### src/rtl/pipe_pkg.sv
// Shared definitions for the ID->EX pipeline register: stage states, ctrl bit map
// and default widths.
package pipe_pkg;

    localparam int DEF_N  = 32;
    localparam int DEF_RW = 5;
    localparam int DEF_C  = 5;

    localparam int CTRL_WR_EN    = 0;
    localparam int CTRL_OPB_SEL  = 1;
    localparam int CTRL_ALU_FUNC = 2;
    localparam int CTRL_WD_SEL   = 3;
    localparam int CTRL_WM       = 4;

    typedef enum logic [1:0] {
        EMPTY     = 2'd0,
        FULL      = 2'd1,
        SKID_FULL = 2'd2
    } stage_state_t;

    function automatic logic [1:0] state_occupancy(input stage_state_t s);
        case (s)
            FULL:      return 2'd1;
            SKID_FULL: return 2'd2;
            default:   return 2'd0;
        endcase
    endfunction

endpackage

### src/rtl/pipe_slot.sv
// One payload register of the ID->EX stage: operands, immediate, addresses, ctrl.
// Loads on i_load; cleared asynchronously by reset.
module pipe_slot #(
    parameter int N  = 32,
    parameter int RW = 5,
    parameter int C  = 5
) (
    input  logic          clock,
    input  logic          reset,
    input  logic          i_load,
    input  logic [N-1:0]  i_rda,
    input  logic [N-1:0]  i_rdb,
    input  logic [N-1:0]  i_extended,
    input  logic [RW-1:0] i_ra,
    input  logic [RW-1:0] i_rb,
    input  logic [RW-1:0] i_rw,
    input  logic [C-1:0]  i_ctrl,
    output logic [N-1:0]  o_rda,
    output logic [N-1:0]  o_rdb,
    output logic [N-1:0]  o_extended,
    output logic [RW-1:0] o_ra,
    output logic [RW-1:0] o_rb,
    output logic [RW-1:0] o_rw,
    output logic [C-1:0]  o_ctrl
);

    // NOTE: payload is reset here so _ex outputs read 0 out of reset; it is a
    // handful of flops, not a memory array, so the reset costs nothing real.
    always_ff @(posedge clock or negedge reset) begin
        if (!reset) begin
            o_rda      <= '0;
            o_rdb      <= '0;
            o_extended <= '0;
            o_ra       <= '0;
            o_rb       <= '0;
            o_rw       <= '0;
            o_ctrl     <= '0;
        end else if (i_load) begin
            // NOTE: non-blocking assignments keep every flop sampling pre-edge values.
            o_rda      <= i_rda;
            o_rdb      <= i_rdb;
            o_extended <= i_extended;
            o_ra       <= i_ra;
            o_rb       <= i_rb;
            o_rw       <= i_rw;
            o_ctrl     <= i_ctrl;
        end
    end

endmodule

### src/rtl/id_ex_stage_reg.sv
// ID->EX pipeline register with valid/ready handshake, flush, and an optional
// skid entry that makes ready_id a registered signal.
module id_ex_stage_reg
    import pipe_pkg::*;
#(
    parameter int N    = DEF_N,
    parameter int RW   = DEF_RW,
    parameter int C    = DEF_C,
    parameter int SKID = 1
) (
    input  logic          clock,
    input  logic          reset,
    input  logic          valid_id,
    output logic          ready_id,
    input  logic [N-1:0]  rda_id,
    input  logic [N-1:0]  rdb_id,
    input  logic [N-1:0]  extended_id,
    input  logic [RW-1:0] ra_id,
    input  logic [RW-1:0] rb_id,
    input  logic [RW-1:0] rw_id,
    input  logic [C-1:0]  ctrl_id,
    input  logic          flush,
    output logic          valid_ex,
    input  logic          ready_ex,
    output logic [N-1:0]  rda_ex,
    output logic [N-1:0]  rdb_ex,
    output logic [N-1:0]  extended_ex,
    output logic [RW-1:0] ra_ex,
    output logic [RW-1:0] rb_ex,
    output logic [RW-1:0] rw_ex,
    output logic [C-1:0]  ctrl_ex,
    output logic [1:0]    occupancy
);

    stage_state_t  r_state;
    stage_state_t  w_state_next;
    logic          w_in_fire;
    logic          w_out_fire;
    logic          w_load_main;
    logic          w_load_skid;
    logic          w_main_from_skid;

    logic [N-1:0]  w_skid_rda, w_skid_rdb, w_skid_ext;
    logic [RW-1:0] w_skid_ra, w_skid_rb, w_skid_rw;
    logic [C-1:0]  w_skid_ctrl;

    logic [N-1:0]  w_main_rda_d, w_main_rdb_d, w_main_ext_d;
    logic [RW-1:0] w_main_ra_d, w_main_rb_d, w_main_rw_d;
    logic [C-1:0]  w_main_ctrl_d;
    logic [C-1:0]  w_main_ctrl;

    assign w_in_fire  = valid_id & ready_id;
    assign w_out_fire = valid_ex & ready_ex;

    always_ff @(posedge clock or negedge reset) begin
        if (!reset) r_state <= EMPTY;
        else        r_state <= w_state_next;
    end

    // NOTE: every output of this block gets a default first so no latch is inferred.
    always_comb begin
        w_state_next     = r_state;
        w_load_main      = 1'b0;
        w_load_skid      = 1'b0;
        w_main_from_skid = 1'b0;
        if (flush) begin
            w_state_next = EMPTY;
        end else begin
            case (r_state)
                EMPTY: begin
                    if (w_in_fire) begin
                        w_load_main  = 1'b1;
                        w_state_next = FULL;
                    end
                end
                FULL: begin
                    if (w_in_fire && w_out_fire) begin
                        w_load_main = 1'b1;
                    end else if (w_in_fire && SKID != 0) begin
                        w_load_skid  = 1'b1;
                        w_state_next = SKID_FULL;
                    end else if (w_out_fire) begin
                        w_state_next = EMPTY;
                    end
                end
                SKID_FULL: begin
                    if (w_out_fire) begin
                        w_load_main      = 1'b1;
                        w_main_from_skid = 1'b1;
                        w_state_next     = FULL;
                    end
                end
                default: w_state_next = EMPTY;
            endcase
        end
    end

    // Main slot refills from the skid entry when one is waiting, else from ID.
    assign w_main_rda_d  = w_main_from_skid ? w_skid_rda  : rda_id;
    assign w_main_rdb_d  = w_main_from_skid ? w_skid_rdb  : rdb_id;
    assign w_main_ext_d  = w_main_from_skid ? w_skid_ext  : extended_id;
    assign w_main_ra_d   = w_main_from_skid ? w_skid_ra   : ra_id;
    assign w_main_rb_d   = w_main_from_skid ? w_skid_rb   : rb_id;
    assign w_main_rw_d   = w_main_from_skid ? w_skid_rw   : rw_id;
    assign w_main_ctrl_d = w_main_from_skid ? w_skid_ctrl : ctrl_id;

    pipe_slot #(.N(N), .RW(RW), .C(C)) u_main (
        .clock      (clock),
        .reset      (reset),
        .i_load     (w_load_main),
        .i_rda      (w_main_rda_d),
        .i_rdb      (w_main_rdb_d),
        .i_extended (w_main_ext_d),
        .i_ra       (w_main_ra_d),
        .i_rb       (w_main_rb_d),
        .i_rw       (w_main_rw_d),
        .i_ctrl     (w_main_ctrl_d),
        .o_rda      (rda_ex),
        .o_rdb      (rdb_ex),
        .o_extended (extended_ex),
        .o_ra       (ra_ex),
        .o_rb       (rb_ex),
        .o_rw       (rw_ex),
        .o_ctrl     (w_main_ctrl)
    );

    generate
        if (SKID != 0) begin : g_skid
            logic r_ready_id;

            // Registered ready: low exactly while the skid entry is occupied.
            always_ff @(posedge clock or negedge reset) begin
                if (!reset) r_ready_id <= 1'b1;
                else        r_ready_id <= (w_state_next != SKID_FULL);
            end
            assign ready_id = r_ready_id;

            pipe_slot #(.N(N), .RW(RW), .C(C)) u_skid (
                .clock      (clock),
                .reset      (reset),
                .i_load     (w_load_skid),
                .i_rda      (rda_id),
                .i_rdb      (rdb_id),
                .i_extended (extended_id),
                .i_ra       (ra_id),
                .i_rb       (rb_id),
                .i_rw       (rw_id),
                .i_ctrl     (ctrl_id),
                .o_rda      (w_skid_rda),
                .o_rdb      (w_skid_rdb),
                .o_extended (w_skid_ext),
                .o_ra       (w_skid_ra),
                .o_rb       (w_skid_rb),
                .o_rw       (w_skid_rw),
                .o_ctrl     (w_skid_ctrl)
            );
        end else begin : g_no_skid
            assign ready_id    = !valid_ex | ready_ex;
            assign w_skid_rda  = '0;
            assign w_skid_rdb  = '0;
            assign w_skid_ext  = '0;
            assign w_skid_ra   = '0;
            assign w_skid_rb   = '0;
            assign w_skid_rw   = '0;
            assign w_skid_ctrl = '0;
        end
    endgenerate

    assign valid_ex  = (r_state != EMPTY);
    assign occupancy = state_occupancy(r_state);
    // Bubbles never carry wr_en/wm into EX.
    assign ctrl_ex   = valid_ex ? w_main_ctrl : '0;

endmodule

### config.mk
export PLATFORM = sky130hd
export DESIGN_NAME = id_ex_stage_reg
export DESIGN_NICKNAME = d
export VERILOG_FILES = /design/src/rtl/pipe_pkg.sv /design/src/rtl/pipe_slot.sv /design/src/rtl/id_ex_stage_reg.sv
export SDC_FILE = /design/constraint.sdc
export NUM_CORES = 1
export LEC_CHECK = 0
export ABC_AREA = 0
export CORE_ASPECT_RATIO = 1.75
export CORE_UTILIZATION = 40
export DETAILED_ROUTE_END_ITERATION = 8
export GPL_ROUTABILITY_DRIVEN = 0
export MAX_ROUTING_LAYER = met4
export PLACE_DENSITY = 0.65
export SLEW_MARGIN = 20
export SYNTH_ARGS = -nofsm -noshare
export SYNTH_HDL_FRONTEND = slang
export SYNTH_HIERARCHICAL = 1
export SYNTH_SLANG_ARGS = --single-unit
### constraint.sdc
create_clock -name clock -period 1.96 [get_ports clock]
set_clock_uncertainty 0.1 [all_clocks]
set_input_delay 0.392 -clock clock [delete_from_list [all_inputs] [get_ports clock]]
set_output_delay 0.392 -clock clock [all_outputs]
set_load 0.01 [all_outputs]
==> impl_metrics.py, run 1 <==
metrics = {
    "routing": {
        "post_drt_via_cell_ratio": 4.96,
        "num_vias": 6515,
        "drt_drc_violations_left": 12,
        "drtPass1Iterations": 8,
        "postRouteWirelength_mm": 26.7,
        "detailedRoute.firstIterationViolations": 171,
        "wl_per_cell_um": 20.3,
        "route.antenna.remaining_nets": 0,
    },
    "yosys": {
        "synth_top_area_share": 0.547,
        "synth.top_cells.by_area": "dfrtp_1 55%, mux2_2 25%, mux2_4 15%, buf_6 1.3%, buf_2 0.65%",
        "synth.most_common_cell": "mux2_2",
        "post_synth_top_area_cell": "dfrtp_1",
        "synthesized_area_mm2": 0.0107,
        "syn-num-nets": 765,
        "yosys.cell_types.count": 24,
        "synth-seq-cells": 235,
        "synthesized_netlist_cell_count": 644,
        "post_synth_most_frequent_cells": "239 x mux2_2, 234 x dfrtp_1, 109 x mux2_4",
        "postSynth.topFlopCell": "dfrtp_1",
        "asyncSetResetFlopFracSynth": 1.00,
        "synth_enable_flop_cells": 0,
        "synth.avg_cell_area_um2": 16.6,
        "yosysSeqAreaShare": 0.549,
        "ys.warnings.count": 6,
    },
    "timing": {
        "finalMaxSlewViolations": 0,
        "unrepaired_setup_endpoints_after_global_routing": "yes",
        "fmax_mhz": 467,
        "post-route-period-util": 1.09,
        "slew_at_the_pin_closest_to_its_max_slew_limit_ns": 0.476,
        "final.min_clock_period_ns": 2.14,
        "worst_slew_margin_rel": 0.683,
        "final_hold_viol_count": 0,
        "final.setup.worst_slack_ns": -0.181,
        "setup_violations": 235,
    },
    "floorplan": {
        "design.portCount": 241,
        "std_cell_rows": 78,
        "start_util": 0.409,
        "die-height_um": 218,
        "core_mm2": 0.0262,
        "die-width_um": 126,
        "die_area_mm2": 0.0275,
    },
    "clock_network": {
        "cts_made_buffers": 24,
        "tritoncts": "done",
        "root_buffer": "clkbuf_16",
        "clkLatencyLatePin_ns": 0.52,
        "htreeDepth": 1,
        "numClockSinks": 235,
        "worst_setup_hold_path_clk_slew_ns": 0.06,
        "clock_tree_buffer_depth": 3,
    },
    "critical_path": {
        "cpPeakStageDelay_ns": 0.55,
        "crit_type": "reg -> reg",
        "timing.critical_path.to_type": "flop",
        "critical_path_required_ns": 2.26,
        "worstPathCellList": "nand2_2 > or3_4 > a21oi_4 > buf_12 > buf_12 > buf_12 > mux2_4",
        "worst_ep_arrival_time_ns": 2.44,
        "crit_path_start_kind": "flop",
        "standard_cell_with_the_maximum_stage_delay_on_the_critical_path": "dfstp_2",
        "cp_common_cell": "buf_12",
        "rrSetupSlack_ns": -0.18,
        "worst-path-max-fanout": 8,
    },
    "global_route": {
        "global_route.overflow_total": 0,
        "number_of_antenna_violations_at_the_first_check_in_global_routing": 1,
        "first_global_vias": 7226,
        "grt_pass1_wl_mm": 40.9,
        "largest_net_degree_at_the_start_of_global_routing": 53,
        "grt.total_usage": 0.199,
    },
    "power_and_ir_drop": {
        "power_leakage_nw": 7.42,
        "cellPowerDensity_mw_per_mm2": 972,
        "worst_ir_drop_vdd_mv": 0.751,
        "report.power.total_mw": 15.6,
    },
    "final_layout": {
        "drive_gt1_frac": 0.517,
        "post_layout_nonfiller_instances": 1313,
        "n_fill_cell": 1966,
        "layout_area_overhead_pct": 50.2,
        "multi_input_comb_area_mm2": 0.00486,
        "final-seq-area_mm2": 0.00588,
        "nets": 1097,
    },
    "run": {
        "maxCapViolCount": 0,
    },
    "place": {
        "detailed_place_hpwl_mm": 17.1,
        "place_ws_ns": -0.540,
        "io_buffers": 240,
        "placed_cells_incl_taps": 1226,
    },
    "outcome": {
        "outcome": "finished with violations",
        "violations": "design-rule violations, negative setup slack",
    },
    "min_path": {
        "hold_path.class": "in -> async",
    },
}
## worst max-delay path: cells and delay by family (launching register included)
kind | cells | cell delay, ns
mux | 1 | 0.30
simple gates | 2 | 0.40
flops | 1 | 0.55
buf+inv | 3 | 0.45
compound gates | 1 | 0.22
## layout make-up
class / count / area share
diodes: 1 / 0.000156
clock buffers: 32 / 0.0437
clock inverters: 10 / 0.0102
inverters: 2 / 0.000467
multi-input cells: 369 / 0.302
flip-flops and latches: 235 / 0.366
well taps: 320 / 0.0249
repair buffers: 344 / 0.252
## where the power goes
group          leakage, nW  switching [mW]  internal [mW]  total (mW)
combinational         4.18            1.24           2.61        3.85
clock                0.417            1.94           3.05        4.98
sequential            2.83           0.675           6.12        6.79
## flip-flops by register name, summed over array words and instances, names as in the netlist
register,count
g_skid.u_skid/o_ra,5
u_main/o_rw,5
r_state,2
g_skid.u_skid/o_extended,32
g_skid.u_skid/o_rda,32
ready_id,1
g_skid.u_skid/o_rw,5
u_main/o_extended,32
g_skid.u_skid/o_rdb,32
u_main/o_rb,5
u_main/o_ctrl,5
g_skid.u_skid/o_rb,5
g_skid.u_skid/o_ctrl,5
u_main/o_rda,32
u_main/o_ra,5
u_main/o_rdb,32
## path summary, 6_finish.rpt
| check | startpoint | endpoint | depth (start not counted) |
|---|---|---|---|
| max in group asynchronous | reset | g_skid.u_skid/o_rda[26] | 3 |
| max | ready_id | u_main/o_rda[9] | 7 |
| max reg2reg | ready_id | u_main/o_rda[9] | 7 |
| min in group clock | u_main/o_extended[8] | u_main/o_extended[8] | 1 |
| min reg2reg | u_main/o_extended[8] | u_main/o_extended[8] | 1 |
| min | reset | u_main/o_rdb[5] | 2 |
## stage by stage
step                setup TNS [ns]  hold WS [ns]  instance area (µm²)   util
floorplan                    -1.07      -0.00359                10700      -
global placement            -90.73         0.263                14000  0.535
detailed placement          -91.96         0.259                14000  0.535
CTS                         -27.13         0.301                15700  0.601
global route                -38.50         0.308                16100  0.615
finish                      -20.57         0.296                16100  0.615
## logic make-up after synthesis
group / after synthesis / synth area share
AND/OR/NAND/NOR: 16 / 0.0110
flip-flops: 235 / 0.549
XOR/XNOR: 1 / 0.000818
multiplexers: 348 / 0.404
AO/OA/AOI/OAI: 4 / 0.00269
buffers and inverters: 40 / 0.0320
## routing by layer
metal  global-route usage  share of wire  vias up
met1                0.226           0.40     3337
met3               0.0409          0.058       24
li1                     -              -     2982
met5                    -              0        -
met2                0.350           0.53      172
met4               0.0577          0.019        0
## what timing repair did
action | CTS | global route
resized for setup | 147 | 86
setup endpoints to repair | 218 | 277
pin swaps | 3 | 3
endpoints found under the hold margin | 43 | 0
buffers inserted | 21 | 10
gates cloned | 12 | 5
hold buffers | 1 | 0
## layout by cell type, fill, tap and decap left out, drive strengths merged
cell type,synthesis,routed
a211o,1,1
a21oi,1,1
xnor2,1,1
nand2b,1,1
a211oi,1,1
clkdlybuf4s15,0,1
dfstp,1,1
nor2b,7,7
clkinv,0,2
or3,1,1
dfrtp,234,234
a21o,1,1
bufbuf,0,2
nand3b,1,1
dlymetal6s2s,0,35
clkbuf,0,36
dlygate4sd3,0,1
clkinvlp,0,3
dlygate4sd2,0,28
diode,0,1
bufinv,0,4
nor2,3,3
clkdlybuf4s50,0,167
nand3,1,1
mux2,348,348
inv,2,3
nand2,1,1
buf,38,106
nor3,1,1
(Power assumes the default switching activity.)
==> inputs of run 2 (changes only) <==
Settings changed: PLACE_DENSITY 0.65 to default, PLACE_DENSITY_LB_ADDON from default to 0.3, SKIP_LAST_GASP from default to 1.
==> run 2 against run 1 <==
The run still ends with design-rule violations, negative setup slack left. Utilization fell by 1.6 points. Fmax rose by 1.8%. Sequential power rose by 0.7%. Global-route usage fell by 0.63 points. Worst hold slack improved by 0.0015 ns. Via count rose by 0.11%. Largest cell class unchanged.
==> impl_metrics.py, run 2 (synthesis results as in run 1) <==
metrics = {
    "outcome": {
        "outcome": "finished with violations",
        "violations": "design-rule violations, negative setup slack",
    },
    "power_and_ir_drop": {
        "power_leakage_nw": 7.04,
        "report.power.total_mw": 15.3,
        "cellPowerDensity_mw_per_mm2": 975,
        "worst_ir_drop_vdd_mv": 0.811,
    },
    "routing": {
        "wl_per_cell_um": 20.5,
        "postRouteWirelength_mm": 26.8,
        "route.antenna.remaining_nets": 0,
        "drtPass1Iterations": 9,
        "detailedRoute.firstIterationViolations": 147,
        "post_drt_via_cell_ratio": 4.99,
        "drt_drc_violations_left": 15,
        "num_vias": 6522,
    },
    "place": {
        "placed_cells_incl_taps": 1237,
        "io_buffers": 240,
        "detailed_place_hpwl_mm": 17.5,
    },
    "clock_network": {
        "htreeDepth": 1,
        "tritoncts": "done",
        "clock_tree_buffer_depth": 3,
        "clkLatencyLatePin_ns": 0.52,
        "worst_setup_hold_path_clk_slew_ns": 0.06,
        "numClockSinks": 235,
        "root_buffer": "clkbuf_16",
        "cts_made_buffers": 24,
    },
    "final_layout": {
        "layout_area_overhead_pct": 46.3,
        "nets": 1093,
        "mostFrequentLayoutCell": "dfrtp_1",
        "most-common-layout-cells": "234 x dfrtp_1, 179 x mux2_4, 175 x clkdlybuf4s50_1, 169 x mux2_2, 41 x dlygate4sd2_1",
        "post_layout_nonfiller_instances": 1307,
        "drive_gt1_frac": 0.514,
    },
    "critical_path": {
        "worst_ep_arrival_time_ns": 2.40,
        "worst_setup_path_startpoint": "r_state[1]",
        "worst-path-max-fanout": 15,
        "crit-reg2reg-launch": "r_state[1]",
        "crit_path_start_kind": "flop",
        "critical_path_required_ns": 2.26,
        "crit_type": "reg -> reg",
        "timing.critical_path.to_type": "flop",
    },
    "timing": {
        "final_hold_viol_count": 0,
        "worst_slew_margin_rel": 0.661,
        "post-route-period-util": 1.07,
        "fmax_mhz": 476,
        "setup_violations": 155,
        "slew_at_the_pin_closest_to_its_max_slew_limit_ns": 0.508,
        "final.min_clock_period_ns": 2.10,
        "finalMaxSlewViolations": 0,
        "unrepaired_setup_endpoints_after_global_routing": "yes",
        "final.setup.worst_slack_ns": -0.143,
    },
    "global_route": {
        "groute.layer.met3.usage": 0.0252,
        "grt_pass1_wl_mm": 39.9,
        "gr-max-usage-layer": "met2",
        "first_global_vias": 7243,
        "largest_net_degree_at_the_start_of_global_routing": 60,
        "use_met1": 0.208,
        "global_route.overflow_total": 0,
        "global_route_met2_utilization": 0.360,
        "grt.total_usage": 0.192,
        "number_of_antenna_violations_at_the_first_check_in_global_routing": 1,
    },
    "floorplan": {
        "die-height_um": 218,
        "core_mm2": 0.0262,
        "std_cell_rows": 78,
        "die-width_um": 126,
        "die_area_mm2": 0.0275,
        "design.portCount": 241,
        "start_util": 0.409,
    },
    "run": {
        "maxCapViolCount": 0,
    },
    "min_path": {
        "hold_path.class": "in -> async",
    },
}
==> run 2: worst paths after layout <==
| kind | slack [ns] | to | depth (start not counted) |
|---|---|---|---|
| max | -0.14 | u_main/o_extended[5] | 6 |
| min | 0.30 | g_skid.u_skid/o_rb[0] | 2 |
| max reg2reg | -0.14 | u_main/o_extended[5] | 6 |
| min reg2reg | 0.40 | u_main/o_rdb[5] | 1 |
| max in group asynchronous | 0.84 | ready_id | 3 |
| min in group clock | 0.40 | u_main/o_rdb[5] | 1 |
==> run 2: power breakdown <==
group | internal (mW) | leakage, nW | switching [mW]
registers | 6.12 | 2.83 | 0.724
clock network | 2.66 | 0.391 | 1.87
logic | 2.68 | 3.82 | 1.23
total | 11.5 | 7.04 | 3.82
==> run 2: final cells by class <==
type                       instances  area [µm²]
fill                            2083       10500
clock buffer                      37         761
tap                              320         400
clock inverter                     3        26.3
inverter                           2        7.51
sequential                       235        5880
timing repair buffer             340        3770
antenna                            1        2.50
multi-input combinational        369        4810
==> run 2: metrics by stage <==
stage / hold WS [ns] / setup TNS [ns] / instance area [µm²] / util / setup slack (ns)
2_1_floorplan: -0.00359 / -1.07 / 10700 / - / -0.0268
3_3_place_gp: 0.265 / -92.51 / 14000 / 0.535 / -0.563
3_5_place_dp: 0.271 / -88.84 / 14000 / 0.535 / -0.569
4_1_cts: 0.293 / -14.12 / 15000 / 0.573 / -0.141
5_1_grt: 0.335 / -23.53 / 15700 / 0.599 / -0.180
6_report: 0.298 / -13.74 / 15700 / 0.599 / -0.143
==> run 2: per-layer routing <==
layer | vias up | share of wire
met5 | - | 0
met2 | 172 | 0.56
met3 | 29 | 0.036
met1 | 3364 | 0.38
li1 | 2957 | -
met4 | 0 | 0.020
==> run 2: repair_timing <==
item,in CTS,in global routing
hold buffers,1,0
gates cloned,4,9
gates resized for setup,86,127
buffers inserted,10,9
endpoints found under the setup margin,250,247
hold endpoints to repair,48,0
pin swaps,2,3
==> run 2: critical path, stage by stage, from the launching register on <==
cell and delay (ns):
dfrtp_1 0.40, buf_4 0.14, or3_4 0.39, a21oi_4 0.24, buf_12 0.18, buf_12 0.16
mux2_2 0.34
==> inputs of run 3 (changes only) <==
Settings changed: GPL_TIMING_DRIVEN from default to 1.
==> results of run 3 <==
No change in the layout: final DEF, timing and power equal those of run 2.
